**src/rtl/demux32_stream.sv**
```systemverilog
// One-to-two stream demultiplexer with a one-word holding register per output port.
// Each port also has a 16-bit counter of the words accepted for it.
module demux32_stream #(
    parameter int W = 31
) (
    input  logic         clk,
    input  logic         rst_n,
    input  logic [W:0]   in_data,
    input  logic         in_sel,
    input  logic         in_valid,
    output logic         in_ready,
    output logic [W:0]   a_data,
    output logic         a_valid,
    input  logic         a_ready,
    output logic [W:0]   b_data,
    output logic         b_valid,
    input  logic         b_ready,
    input  logic         clr_cnt,
    output logic [15:0]  cnt_a,
    output logic [15:0]  cnt_b
);

    typedef enum logic {EMPTY = 1'b0, FULL = 1'b1} state_t;

    state_t a_state, a_next;
    state_t b_state, b_next;

    logic in_fire;
    logic a_load, b_load;
    logic a_take, b_take;

    assign a_valid = (a_state == FULL);
    assign b_valid = (b_state == FULL);

    // Readiness looks only at the selected port, so a stalled port never blocks the other.
    assign in_ready = rst_n && (in_sel ? (!a_valid || a_ready) : (!b_valid || b_ready));

    assign in_fire = in_valid && in_ready;
    assign a_load  = in_fire && in_sel;
    assign b_load  = in_fire && !in_sel;
    assign a_take  = a_valid && a_ready;
    assign b_take  = b_valid && b_ready;

    // NOTE: next state is defaulted to the current state first so no path leaves it unassigned (no latch).
    always_comb begin
        a_next = a_state;
        b_next = b_state;
        case (a_state)
            EMPTY:   if (a_load)           a_next = FULL;
            FULL:    if (a_take && !a_load) a_next = EMPTY;
            default: a_next = EMPTY;
        endcase
        case (b_state)
            EMPTY:   if (b_load)           b_next = FULL;
            FULL:    if (b_take && !b_load) b_next = EMPTY;
            default: b_next = EMPTY;
        endcase
    end

    // NOTE: sequential state uses non-blocking assignments so every register samples pre-edge values.
    always_ff @(posedge clk) begin
        if (!rst_n) begin
            a_state <= EMPTY;
            b_state <= EMPTY;
        end else begin
            a_state <= a_next;
            b_state <= b_next;
        end
    end

    // NOTE: the holding registers are reset to zero because their post-reset value is observable.
    always_ff @(posedge clk) begin
        if (!rst_n) begin
            a_data <= '0;
            b_data <= '0;
        end else begin
            if (a_load) a_data <= in_data;
            if (b_load) b_data <= in_data;
        end
    end

    // A clear coinciding with a transfer leaves the targeted counter at one.
    always_ff @(posedge clk) begin
        if (!rst_n) begin
            cnt_a <= 16'd0;
            cnt_b <= 16'd0;
        end else if (clr_cnt) begin
            cnt_a <= {15'd0, a_load};
            cnt_b <= {15'd0, b_load};
        end else begin
            if (a_load) cnt_a <= cnt_a + 16'd1;
            if (b_load) cnt_b <= cnt_b + 16'd1;
        end
    end

endmodule

```
**config.mk**
```make
export PLATFORM = sky130hd
export DESIGN_NAME = demux32_stream
export DESIGN_NICKNAME = d
export VERILOG_FILES = /design/src/rtl/demux32_stream.sv
export SDC_FILE = /design/constraint.sdc
export NUM_CORES = 1
export LEC_CHECK = 0
export ABC_AREA = 1
export CAP_MARGIN = 20
export CORE_ASPECT_RATIO = 0.7
export CORE_MARGIN = 5
export CORE_UTILIZATION = 31
export DETAILED_ROUTE_END_ITERATION = 16
export DONT_BUFFER_PORTS = 1
export GPL_TIMING_DRIVEN = 0
export PLACE_DENSITY = 0.5
export SKIP_CTS_REPAIR_TIMING = 1
export SKIP_LAST_GASP = 1
export SYNTH_ARGS = -nofsm -noshare
export SYNTH_HDL_FRONTEND = slang
export SYNTH_SLANG_ARGS = --single-unit
```
**constraint.sdc**
```tcl
create_clock -name clk -period 1.9 [get_ports clk]
set_input_delay 0.38 -clock clk [delete_from_list [all_inputs] [get_ports clk]]
set_output_delay 0.38 -clock clk [all_outputs]
set_load 0.1 [all_outputs]
```
==> results.cfg <==
[outcome]
status = finished, violations left
violations = setup timing

[timing]
max_freq_mhz = 523
worst_pin_slew_ns = 1.07
finClkSkew_ns = 0.00535
timing_hold_violations_final = 0
maxSlewHeadroom_pct = 28.7
fin_ws_ns = -0.0125
finalCritPeriodShare_pct = 101
report.final.slew_viol_count = 0
rsz0062_at_grt = yes
setup_viol = 17
post-route-min-period_ns = 1.91

[drt]
drc_errors = 0
drt_wl_total_um = 12100
routedWlPerCell_um = 16.6
postRouteAntennaNets = 0
drtIter0Drc = 238
avgViaCountPerCell = 4.83
firstDrtPassIters = 4
via_count = 3539

[die]
io-pin-count = 138
rows = 34
core_area_sq_um = 12500
start_util_pct = 31.8
fp.dieH_um = 105
die_width_um = 145
dieArea_sq_um = 15200

[place]
hpwl_um = 8940
port_buffers = 0
place_inst = 711
gp_routability_congestion = 0.847

[synthesis]
post_synth.cell_area_avg_sq_um = 7.24
syn_area_sq_um = 3970
yosys.area.top_type_share_pct = 49.4
synthMuxAreaShare_pct = 0
synth_nets = 590
synth_top_family_by_area = simple AND/OR/NAND/NOR gates
ys_types = 27
synth_xor_area_share_pct = 2.42
syn-instance-count = 549
synth-seq-area-share_pct = 49.4
ys_seq_elements = 98
yosys_warnings = 0
synth_fa_ha_area_share_pct = 0.630
synthSimpleGateAreaFrac_pct = 29.6
synth_compound_area_share_pct = 11.9
yosys.area.top_type = dfxtp_1
synthTopCellsByArea = dfxtp_1 49%, nand2_1 14%, nor2_1 10%

[clock_network]
cts_tree = built
clk_latency_ns = 0.34
numCtsBuffers = 9
cts_buffer_depth = 2
ctsRootBufferMaster = clkbuf_16
cts_sinks = 98
h-tree-depth = 3
path_clk_slew_ns = 0.07

[global_route]
grt_antenna_before_repair = 0
grt_usage_pct = 15.6
gr-total-overflow = 0
grt_pass1_wl_um = 19200
grt_pass1_vias = 3482
grt_max_degree = 17

[worst_setup_path]
critical_path.slowest_cell = nor2_4
reg2reg_from = a_valid
cp_cell_sequence = nand3_4 > nand2_4 > nor2_4 > nand3_4 > buf_12 > buf_12 > nor2_1 > nor2_1
end_kind = flip-flop
critical_path_class = flip-flop to flip-flop
r2r_setup_slack_ns = -0.01
cp.required_ns = 2.13
rr_endpoint = b_data[14]
slowest_delay_ns = 0.52
arrival_ns = 2.14
setup.worst_path.start_class = flip-flop
path_max_fanout = 10
worst-path-buf-inv = 2
r2r_cells = 8
cpLargestDelayFamily = simple AND/OR/NAND/NOR gates

[power_and_ir_drop]
p_leak_nw = 1.81
irDropWorstVdd_uv = 455
p_per_area_nw_per_um2 = 1000
total_power_w = 0.00480

[cells_and_area]
stdcell_count = 732
area.growth.synth_to_final_pct = 20.6
final_cell_mix = 144 x nand2_1, 102 x nor2_1, 68 x dfxtp_1
register_area_sq_um = 2030
multi_input_area_sq_um = 1860
drive_above_1_share_pct = 15.8
num_antenna_cells = 0
final_util_pct = 38.3
nNetsFinal = 606
fillers = 1330
final_common_cell = nand2_1

[job]
maxCapViolCount = 0

[worst_hold_path]
hold_path_end = b_data[7]
hold_start = in_data[7]
hp-class = input port to flip-flop
hold_depth = 2
==> logic make-up after synthesis <==
logic type               count (synthesis)
flip-flops                              98
AND/OR/NAND/NOR                        292
adder cells (fa/ha/maj)                  2
XOR/XNOR                                11
AO/OA/AOI/OAI                           94
buffers and inverters                   52
==> registers in the layout (all words and copies together) (netlist names) <==
register	flops
a_data	32
a_valid	1
cnt_a	16
b_valid	1
b_data	32
cnt_b	16
==> worst max path at each step <==
| stage | from | endpoint | slack [ns] | cells past startpoint |
|---|---|---|---|---|
| CTS | cnt_a[4] | cnt_a[9] | -0.25 | 7 |
| finish | a_valid | b_data[14] | -0.01 | 8 |
| detailed placement | rst_n | b_data[19] | -0.24 | 7 |
| floorplan | cnt_a[5] | cnt_a[10] | 0.01 | 7 |
| global route | cnt_b[2] | cnt_b[15] | -0.10 | 7 |
| global placement | cnt_a[4] | cnt_a[11] | -0.21 | 7 |
==> area by class of cell <==
cell class | instances | area share [%]
buffer | 26 | 3.55
clock buffer | 11 | 5.51
clock inverter | 5 | 1.23
inverter | 26 | 2.04
multi-input combinational | 399 | 38.8
sequential | 98 | 42.4
tap | 162 | 4.23
timing repair buffer | 5 | 2.22
==> report_power, final <==
| group | total [W] | internal (W) | switching [W] | leakage, nW |
|---|---|---|---|---|
| sequential | 0.00259 | 0.00210 | 0.000492 | 0.815 |
| combinational | 0.000250 | 0.0000873 | 0.000163 | 0.840 |
| clock | 0.00196 | 0.00114 | 0.000816 | 0.153 |
==> per-stage QoR <==
step	hold slack [ns]	worst slack [ns]	cell area (sq um)	TNS [ns]
floorplan	0.515	0.0134	4010	0
global placement	0.518	-0.209	4210	-8.63
detailed placement	0.523	-0.235	4210	-9.99
CTS	0.161	-0.248	4540	-7.50
global route	0.156	-0.103	4790	-2.85
finish	0.158	-0.0125	4790	-0.0750
==> cells in the mapped netlist <==
master    instances
o21a_1            1
o21ai_1           3
buf_1             1
nand4_1           8
xnor2_1           5
nor3b_1           1
inv_1            22
ha_1              2
nand4_2           1
nor2_1          111
dfxtp_1          98
nor3_1            3
o21ai_0          33
a21oi_1          57
clkbuf_2          1
clkinv_1          1
inv_2             3
buf_6             4
buf_4             1
nand3_1          17
nand3b_2          1
nor2_2            3
nand2_1         146
xor2_1            6
clkbuf_1          9
nand3_2           1
buf_2            10
==> metal layers <==
metal | global-route usage [%] | vias up | wire, um
met1 | 19.5 | 1621 | 5500
met4 | 3.33 | 0 | 105
met2 | 23.7 | 114 | 5160
met3 | 8.48 | 12 | 1380
li1 | - | 1792 | -
met5 | 0 | - | 0
Note: power is estimated with default switching activity, not from simulation.
